**config.mk**
```make
export PLATFORM = sky130hd
export DESIGN_NAME = neopix_tx
export DESIGN_NICKNAME = d
export VERILOG_FILES = /design/src/rtl/neopix_tx.sv
export SDC_FILE = /design/constraint.sdc
export NUM_CORES = 1
export LEC_CHECK = 0
export ABC_AREA = 1
export BUFFER_PORTS_ARGS = -buffer_cell sky130_fd_sc_hd__buf_2
export CELL_PAD_IN_SITES_DETAIL_PLACEMENT = 1
export CELL_PAD_IN_SITES_GLOBAL_PLACEMENT = 1
export CORE_MARGIN = 2
export CORE_UTILIZATION = 40
export DETAILED_ROUTE_END_ITERATION = 6
export GPL_TIMING_DRIVEN = 0
export PLACE_DENSITY_LB_ADDON = 0.1
export SLEW_MARGIN = 20
export SYNTH_ARGS = -nofsm -noshare
export SYNTH_HDL_FRONTEND = slang
export SYNTH_SLANG_ARGS = --single-unit
```
**constraint.sdc**
```tcl
create_clock -name clk_i -period 3.6 [get_ports clk_i]
set_input_delay 0.9 -clock clk_i [delete_from_list [all_inputs] [get_ports clk_i]]
set_output_delay 0.9 -clock clk_i [all_outputs]
set_load 0.02 [all_outputs]
```
**src/rtl/neopix_tx.sv**
```systemverilog
// WS2812B / SK6812 serial LED transmitter with a one-pixel prefetch buffer.
// Sends G,R,B(,W) MSB first, then holds the line low for the latch time.
module neopix_tx #(
  parameter int NUM_LEDS      = 8,
  parameter int SYSTEM_CLOCK  = 50_000_000,
  parameter int BYTES_PER_LED = 3,
  parameter int RESET_US      = 80
) (
  input  logic                          clk_i,
  input  logic                          reset_i,
  input  logic                          start_i,
  input  logic                          mode_i,
  input  logic [$clog2(NUM_LEDS+1)-1:0] led_count_i,
  output logic                          pix_ready_o,
  input  logic                          pix_valid_i,
  input  logic [31:0]                   pix_data_i,
  output logic [$clog2(NUM_LEDS)-1:0]   addr_o,
  output logic                          busy_o,
  output logic                          done_o,
  output logic                          underrun_o,
  input  logic                          clr_i,
  output logic                          do_o
);

  localparam int T  = SYSTEM_CLOCK / 800_000;
  localparam int L  = SYSTEM_CLOCK / 1_000_000 * RESET_US;
  localparam int NB = 8 * BYTES_PER_LED;
  localparam int TW = $clog2(T + 1);
  localparam int LW = $clog2(L + 1);
  localparam int BW = $clog2(NB + 1);
  localparam int CW = $clog2(NUM_LEDS + 1);
  localparam int AW = $clog2(NUM_LEDS);

  localparam logic [TW-1:0] T_LAST  = TW'(T - 1);
  localparam logic [TW-1:0] T0H_M0  = TW'(T * 32 / 100);
  localparam logic [TW-1:0] T1H_M0  = TW'(T * 64 / 100);
  localparam logic [TW-1:0] T0H_M1  = TW'(T * 25 / 100);
  localparam logic [TW-1:0] T1H_M1  = TW'(T * 50 / 100);
  localparam logic [LW-1:0] L_LAST  = LW'(L - 1);
  localparam logic [BW-1:0] NB_LAST = BW'(NB - 1);
  localparam logic [CW-1:0] CNT_MAX = CW'(NUM_LEDS);

  generate
    if (BYTES_PER_LED != 3 && BYTES_PER_LED != 4) begin : g_bad_bpl
      $error("neopix_tx: BYTES_PER_LED must be 3 or 4");
    end
  endgenerate

  typedef enum logic [1:0] {LATCH, IDLE, SHIFT, FLUSH} state_t;

  state_t          state_q, state_d;
  logic [LW-1:0]   lat_cnt_q, lat_cnt_d;
  logic [TW-1:0]   bit_cnt_q, bit_cnt_d;
  logic [BW-1:0]   bit_idx_q, bit_idx_d;
  logic [31:0]     sh_q, sh_d;
  logic [31:0]     buf_q, buf_d;
  logic            buf_full_q, buf_full_d;
  logic [CW-1:0]   req_left_q, req_left_d;
  logic [CW-1:0]   pix_left_q, pix_left_d;
  logic [AW-1:0]   addr_q, addr_d;
  logic            mode_q, mode_d;
  logic            busy_q, busy_d;
  logic            done_q, done_d;
  logic            underrun_q, underrun_d;
  logic            pending_q, pending_d;
  logic            start_prev_q;
  logic            do_q, do_d;

  logic            xfer;
  logic            launch;
  logic            ur_set;
  logic [CW-1:0]   cnt_clamp;

  // Wire order is G,R,B then W; the current bit is always sh_q[31].
  function automatic logic [31:0] wire_order(input logic [31:0] d);
    logic [7:0] w;
    w = (BYTES_PER_LED == 4) ? d[31:24] : 8'h00;
    return {d[15:8], d[23:16], d[7:0], w};
  endfunction

  function automatic logic [TW-1:0] hi_time(input logic m, input logic b);
    logic [TW-1:0] h;
    case ({m, b})
      2'b00:   h = T0H_M0;
      2'b01:   h = T1H_M0;
      2'b10:   h = T0H_M1;
      default: h = T1H_M1;
    endcase
    return h;
  endfunction

  assign cnt_clamp   = (led_count_i > CNT_MAX) ? CNT_MAX : led_count_i;
  assign pix_ready_o = (state_q == SHIFT || (state_q == IDLE && busy_q)) &&
                       !buf_full_q && (req_left_q != '0);
  assign xfer        = pix_ready_o & pix_valid_i;

  always_comb begin
    state_d    = state_q;
    lat_cnt_d  = lat_cnt_q;
    bit_cnt_d  = bit_cnt_q;
    bit_idx_d  = bit_idx_q;
    sh_d       = sh_q;
    buf_d      = buf_q;
    buf_full_d = buf_full_q;
    req_left_d = req_left_q;
    pix_left_d = pix_left_q;
    addr_d     = addr_q;
    mode_d     = mode_q;
    busy_d     = busy_q;
    done_d     = 1'b0;
    pending_d  = pending_q | (start_i & ~start_prev_q);
    launch     = 1'b0;
    ur_set     = 1'b0;

    if (xfer) begin
      buf_d      = pix_data_i;
      buf_full_d = 1'b1;
      req_left_d = req_left_q - 1'b1;
      if (req_left_q > CW'(1)) addr_d = addr_q + 1'b1;
    end

    case (state_q)
      LATCH, FLUSH: begin
        if (lat_cnt_q == L_LAST) begin
          lat_cnt_d = '0;
          state_d   = IDLE;
          if (state_q == FLUSH) begin
            done_d = 1'b1;
            busy_d = 1'b0;
            launch = pending_q;
          end
        end else begin
          lat_cnt_d = lat_cnt_q + 1'b1;
        end
      end
      IDLE: begin
        if (!busy_q) begin
          launch = pending_q;
        end else if (xfer) begin
          // First pixel bypasses the buffer so the line rises next cycle.
          sh_d       = wire_order(pix_data_i);
          buf_full_d = 1'b0;
          bit_cnt_d  = '0;
          bit_idx_d  = '0;
          state_d    = SHIFT;
        end
      end
      default: begin
        if (bit_cnt_q == T_LAST) begin
          bit_cnt_d = '0;
          if (bit_idx_q == NB_LAST) begin
            bit_idx_d = '0;
            if (pix_left_q == CW'(1)) begin
              state_d = FLUSH;
              lat_cnt_d = '0;
            end else if (buf_full_q) begin
              sh_d       = wire_order(buf_q);
              buf_full_d = 1'b0;
              pix_left_d = pix_left_q - 1'b1;
            end else if (xfer) begin
              sh_d       = wire_order(pix_data_i);
              buf_full_d = 1'b0;
              pix_left_d = pix_left_q - 1'b1;
            end else begin
              ur_set     = 1'b1;
              req_left_d = '0;
              state_d    = FLUSH;
              lat_cnt_d  = '0;
            end
          end else begin
            bit_idx_d = bit_idx_q + 1'b1;
            sh_d      = sh_q << 1;
          end
        end else begin
          bit_cnt_d = bit_cnt_q + 1'b1;
        end
      end
    endcase

    if (launch) begin
      pending_d  = 1'b0;
      mode_d     = mode_i;
      busy_d     = 1'b1;
      addr_d     = '0;
      buf_full_d = 1'b0;
      req_left_d = cnt_clamp;
      pix_left_d = cnt_clamp;
      lat_cnt_d  = '0;
      state_d    = (cnt_clamp == '0) ? FLUSH : IDLE;
    end

    underrun_d = (underrun_q & ~clr_i) | ur_set;
    do_d       = (state_d == SHIFT) && (bit_cnt_d < hi_time(mode_d, sh_d[31]));
  end

  always_ff @(posedge clk_i or posedge reset_i) begin
    if (reset_i) begin
      state_q      <= LATCH;
      lat_cnt_q    <= '0;
      bit_cnt_q    <= '0;
      bit_idx_q    <= '0;
      sh_q         <= '0;
      buf_q        <= '0;
      buf_full_q   <= 1'b0;
      req_left_q   <= '0;
      pix_left_q   <= '0;
      addr_q       <= '0;
      mode_q       <= 1'b0;
      busy_q       <= 1'b0;
      done_q       <= 1'b0;
      underrun_q   <= 1'b0;
      pending_q    <= 1'b0;
      start_prev_q <= 1'b0;
      do_q         <= 1'b0;
    end else begin
      state_q      <= state_d;
      lat_cnt_q    <= lat_cnt_d;
      bit_cnt_q    <= bit_cnt_d;
      bit_idx_q    <= bit_idx_d;
      sh_q         <= sh_d;
      buf_q        <= buf_d;
      buf_full_q   <= buf_full_d;
      req_left_q   <= req_left_d;
      pix_left_q   <= pix_left_d;
      addr_q       <= addr_d;
      mode_q       <= mode_d;
      busy_q       <= busy_d;
      done_q       <= done_d;
      underrun_q   <= underrun_d;
      pending_q    <= pending_d;
      start_prev_q <= start_i;
      do_q         <= do_d;
    end
  end

  assign addr_o     = addr_q;
  assign busy_o     = busy_q;
  assign done_o     = done_q;
  assign underrun_o = underrun_q;
  assign do_o       = do_q;

endmodule

```
; Word level (Yosys, flattened, before mapping)
; Cells that the tools add are included.
[op_classes]
add_sub_neg = 6
n_lt_le_gt_ge = 3
eq_ne = 18
n_mux = 83
bitwise_logic = 8
n_reduce_logical = 29
[ops]
columns = op, n
row1 = $mux W32, 6
row2 = $mux W12, 7
row3 = $mux W4, 16
row4 = $pmux W32 S2, 1
row5 = $mux W1, 26
row6 = $pmux W12 S2, 1
row7 = $mux W2, 10
row8 = $mux W5, 4
row9 = $mux W6, 3
row10 = $pmux W6 S3, 1
row11 = $reduce_bool A2 Y1, 8
row12 = $add A12 B1 Y12 const B, 1
row13 = $eq A12 B12 Y1 const B, 1
row14 = $pmux W6 S2, 1
row15 = $pmux W5 S2, 1
row16 = $reduce_and A5 Y1, 2
row17 = $mux W3, 3
row18 = $reduce_bool A3 Y1, 3
row19 = $eq A2 B2 Y1 const B, 4
row20 = $ne A2 B2 Y1 const B, 4
row21 = $ne A4 B1 Y1 const B, 2
row22 = $reduce_and A4 Y1, 2
row23 = $sub A4 B1 Y4 const B, 2
row24 = $add A6 B1 Y6 const B, 1
row25 = 26 further kinds, 37
[word_totals]
register_bits = 100
inputBits = 42

; Depth between registers and ports, before layout
[logic_depth]
depth_word = 16
depth_mapped = 22
mapped_depth_nobuf = 20

; Least setup slack after synthesis
; OpenSTA, ideal clock, no wires.
[synth_path]
kind = register to register
from = register state_q[1]
to = register do_q (netlist: do_o)
arrival_time_ns = 2.762
slack_ns = 0.767
path_stages_with_launch = 23
n_path_buf = 2
synth_period_minus_slack_ns = 2.833
cell_sequence = dfrtp_1 -> inv_1 -> ha_1 -> buf_4 -> nand2_2 -> nand2_1 -> nand4_4 -> inv_2 -> buf_2 -> nand2_1 -> nand2_1 -> nor2_1 -> o21ai_0 -> a21oi_1 -> inv_1 -> ha_1 -> nor2_1 -> ha_1 -> a21oi_1 -> o21ai_0 -> nor2_1 -> nand2_1 -> nor2_1
[synth_via]
elab_chain_len = 16
word_cells_on_any_way = 41
classes_between = order compare (1) / eq/ne (6) / mux (25) / bitwise (1) / reduce/logical (8)
[synth_rtl]
columns = item, line_no
row1 = from (decl), 51  ; state_t state_q, state_d;
row2 = from (signal assigned), 216  ; state_q <= state_d;
row3 = $eq A2 B1 Y1, "93, 122"
row4 = $logic_and A1 B1 Y1, 93  ; assign pix_ready_o = (state_q == SHIFT || (state_q == IDLE && busy_q)) &&
row5 = $logic_or A1 B1 Y1, 93
row6 = $logic_and A1 B1 Y1, 93
row7 = $logic_and A1 B1 Y1, 94  ; !buf_full_q && (req_left_q != '0);
row8 = $and A1 B1 Y1, 95  ; assign xfer = pix_ready_o & pix_valid_i;
row9 = $mux W32, "139, 160"
row10 = $mux W32, 156  ; end else if (buf_full_q) begin
row11 = [... 2 more ...], -
row12 = $mux W32, 149  ; if (bit_cnt_q == T_LAST) begin
row13 = $pmux W32 S2 *, 122  ; case (state_q)
row14 = named net sh_d[31], 55  ; logic [31:0] sh_q, sh_d;
row15 = "$eq A2 B2 Y1, or another cell as far along", 83  ; case ({m, b})
row16 = $pmux W6 S3 *, 83
row17 = $lt A6 B6 Y1 *, 193  ; do_d = (state_d == SHIFT) && (bit_cnt_d < hi_time(mode_d, sh_d[31]));
row18 = $logic_and A1 B1 Y1 *, 193
row19 = named net do_d, 67  ; logic do_q, do_d;
row20 = to (signal assigned), 232  ; do_q <= do_d;
row21 = to (decl), 67
; The timed path passes the listed nets; every way through them passes the cells marked *. The select of a mux whose other input is x is not followed.
; A chain may end at the register's enable or synchronous reset.

; Final worst setup path
[layout_path]
from = register state_q[0]
to = register do_q (netlist: do_o)
; Same word-level chain as after synthesis.

==> results.py <==
metrics = {
    "hold_path": {
        "min_from": "sh_q[0]$_DFFE_PP0P_",
        "min-delay-path-class": "flip-flop to flip-flop",
    },
    "place": {
        "placed_area_um2": 6290,
        "dp.cells": 994,
        "dpl.hpwl_mm": 11.9,
        "routabilityCongestion": 0.811,
        "io_buffers": 41,
    },
    "clocking": {
        "h-tree-depth": 3,
        "clk_latency_ns": 0.36,
        "cts_tree": "built",
        "clk_path_buf_depth": 2,
        "cts_root_buf": "clkbuf_16",
        "cts.clk_slew.worst_paths_ns": 0.07,
        "cts.sinks": 100,
        "cts_buffers": 9,
    },
    "synthesis": {
        "synth_compound_area_frac": 0.141,
        "synthMuxAreaShare": 0.00365,
        "synth_fa_ha_area_frac": 0.0473,
        "synth_seq_area_share": 0.430,
        "synth_top_family_by_area": "simple AND/OR/NAND/NOR gates",
        "ys_types": 40,
        "synth_nets": 832,
        "syn-mean-instance-area_um2": 7.58,
        "syn_area_um2": 5820,
        "syn_inst": 768,
        "yosys_warnings": 0,
        "ys_ff_latch": 100,
        "synth-xor-area-share": 0.0180,
        "yosys.area_share.simple": 0.260,
    },
    "detailed_routing": {
        "drtIter0Drc": 220,
        "viasPerCell": 5.16,
        "vias": 5224,
        "detail-route-antenna-nets": 0,
        "wl_per_cell_um": 16.1,
        "drc": 0,
        "drtPass1Iterations": 4,
        "routed_wl_mm": 16.3,
    },
    "power_and_ir_drop": {
        "powerDensity_nw_per_um2": 338,
        "p_leak_nw": 3.32,
        "max-vdd-ir-drop_uv": 211,
        "total_power_mw": 2.24,
    },
    "global_routing": {
        "grt_max_degree": 60,
        "grt_first_pass_wirelength_mm": 27.7,
        "antenna_found_initial": 0,
        "first_global_vias": 5726,
        "grt_use_total": 0.221,
        "grt_overflow": 0,
    },
    "run": {
        "cap_violations": 0,
    },
    "cells_and_area": {
        "layout-drive-gt1-share": 0.162,
        "final_util": 0.462,
        "stdcell_count": 1012,
        "multiInputGateArea_um2": 2740,
        "diodes": 0,
        "fillCellCount": 1794,
        "fin_nets": 887,
        "final_cell_area_um2": 6640,
        "regArea_um2": 2500,
        "synthToLayoutAreaGrowth_pct": 14.0,
    },
    "floorplanning": {
        "start_util": 0.405,
        "die_h_um": 125,
        "ios": 50,
        "core_area_um2": 14400,
        "die_width_um": 125,
        "design.die.area_um2": 15500,
        "rows": 44,
    },
    "sta": {
        "hold_violations": 0,
        "slew_headroom": 0.519,
        "slew_violations": 0,
        "clock_skew_ns": 0.00995,
        "tns_ns": 0,
        "fin_crit_sh": 0.892,
        "tightest_slew_ns": 0.721,
        "rsz0062_at_grt": "no",
        "fin_crit_ns": 3.21,
        "setup_violations": 0,
        "fmax_mhz": 311,
    },
    "worst_setup_path": {
        "reg2reg_from": "state_q[0]$_DFF_PP0_",
        "worst_ep_required_time_ns": 3.89,
        "startpoint": "state_q[0]$_DFF_PP0_",
        "cp_max_fo": 10,
        "critPathKind": "flip-flop to flip-flop",
        "worstSetupStartpointType": "flip-flop",
        "critPathCaptureType": "flip-flop",
        "worstPathArrival_ns": 3.50,
    },
    "outcome": {
        "status": "completed",
    },
}
## final timing paths
path | cells after the start | slack (ns) | to
max in group asynchronous | 3 | 2.42 | sh_q[19]$_DFFE_PP0P_
hold / removal | 2 | 0.47 | sh_q[0]$_DFFE_PP0P_
hold reg to reg | 2 | 0.47 | sh_q[0]$_DFFE_PP0P_
setup / recovery | 16 | 0.39 | do_o$_DFF_PP0_
setup reg to reg | 16 | 0.39 | do_o$_DFF_PP0_
min in group asynchronous | 2 | 0.56 | lat_cnt_q[2]$_DFFE_PP0P_
## worst max-delay path: stages (launching register included)
cell	delay, ns
dfrtp_1	0.41
inv_1	0.15
ha_1	0.35
inv_1	0.18
clkbuf_1	0.30
nand3_1	0.17
nand3_1	0.11
a21oi_2	0.24
inv_1	0.14
ha_1	0.22
nor2_1	0.11
ha_1	0.25
a21oi_1	0.12
o21ai_0	0.09
nor2_1	0.12
nand2_1	0.08
nor2_1	0.09
## Yosys cell counts, drive strengths merged
cell type,instances,area (um2)
o31ai,3,22.5
ha,22,275
xnor2,4,35.0
o21a,2,15.0
o22ai,9,56.3
inv,119,447
nand4,12,96.3
dfrtp,100,2500
nand2,154,598
a22oi,2,15.0
buf,20,115
or2,25,156
a32o,1,10.0
o211ai,2,15.0
clkbuf,6,23.8
nand3,50,265
nor3,7,40.0
a21oi,55,302
mux2,1,11.3
mux2i,1,10.0
xor2,8,70.1
o21ai,76,384
nor2,89,359
## area by class of cell
| cell class | count | share of cell area |
|---|---|---|
| clock buffers | 12 | 0.0371 |
| clock inverters | 4 | 0.0109 |
| flip-flops and latches | 100 | 0.377 |
| multi-input cells | 523 | 0.413 |
| inverters | 119 | 0.0684 |
| plain buffers | 25 | 0.0202 |
| well taps | 184 | 0.0347 |
| repair buffers | 45 | 0.0384 |
## timing repair
item,CTS,global route
endpoints found under the setup margin,1,1
buffers inserted,0,3
hold buffers,0,0
pin swaps,0,2
gates resized for setup,1,4
## stage by stage
stage	hold slack (ns)	worst slack (ns)
2_1_floorplan	0.436	0.0812
3_3_place_gp	0.453	-1.39
3_5_place_dp	0.462	0.00328
4_1_cts	0.480	0.0738
5_1_grt	0.504	0.0377
6_report	0.473	0.388
## where the power goes
part / switching [mW] / total, mW / internal [mW] / leakage [nW]
combinational: 0.0313 / 0.0478 / 0.0165 / 2.10
clock: 0.443 / 1.07 / 0.628 / 0.153
sequential: 0.000119 / 1.12 / 1.12 / 1.06
## kinds of logic (layout without fill, tap and decap cells)
family,after synthesis,after routing
muxes,2,2
adders and majority gates,22,22
buffers and inverters,145,205
xor gates and xnor gates,12,12
DFF,100,100
and+or+nand+nor,337,337
AOI/OAI and AO/OA,150,150
## state kept, by name, summed over array words and instances, names as in the netlist, 3 cells and up
signal / flops
addr_o: 3
lat_cnt_q: 12
buf_q: 24
bit_cnt_q: 6
pix_left_q: 4
bit_idx_q: 5
req_left_q: 4
sh_q: 32
## layout by cell type, fill, tap and decap left out, drive strengths merged
master | netlist | final
o21a | 2 | 2
nand4 | 12 | 12
nor3 | 7 | 7
a22oi | 2 | 2
nand3 | 50 | 50
o22ai | 9 | 9
inv | 119 | 119
a21oi | 55 | 55
o21ai | 76 | 76
nor2 | 89 | 89
clkinvlp | 0 | 1
clkbuf | 6 | 18
buf | 20 | 64
xor2 | 8 | 8
bufinv | 0 | 2
o211ai | 2 | 2
o31ai | 3 | 3
mux2i | 1 | 1
a32o | 1 | 1
xnor2 | 4 | 4
clkinv | 0 | 1
ha | 22 | 22
mux2 | 1 | 1
or2 | 25 | 25
dfrtp | 100 | 100
nand2 | 154 | 154
## per-layer routing
| metal | GRT usage | vias to the layer above | share of wire |
|---|---|---|---|
| met2 | 0.406 | 54 | 0.52 |
| met1 | 0.261 | 2586 | 0.44 |
| li1 | - | 2564 | - |
| met5 | 0 | - | 0 |
| met4 | 0.0853 | 0 | 0.020 |
| met3 | 0.0284 | 20 | 0.017 |
Note: power is estimated with default switching activity, not from simulation.
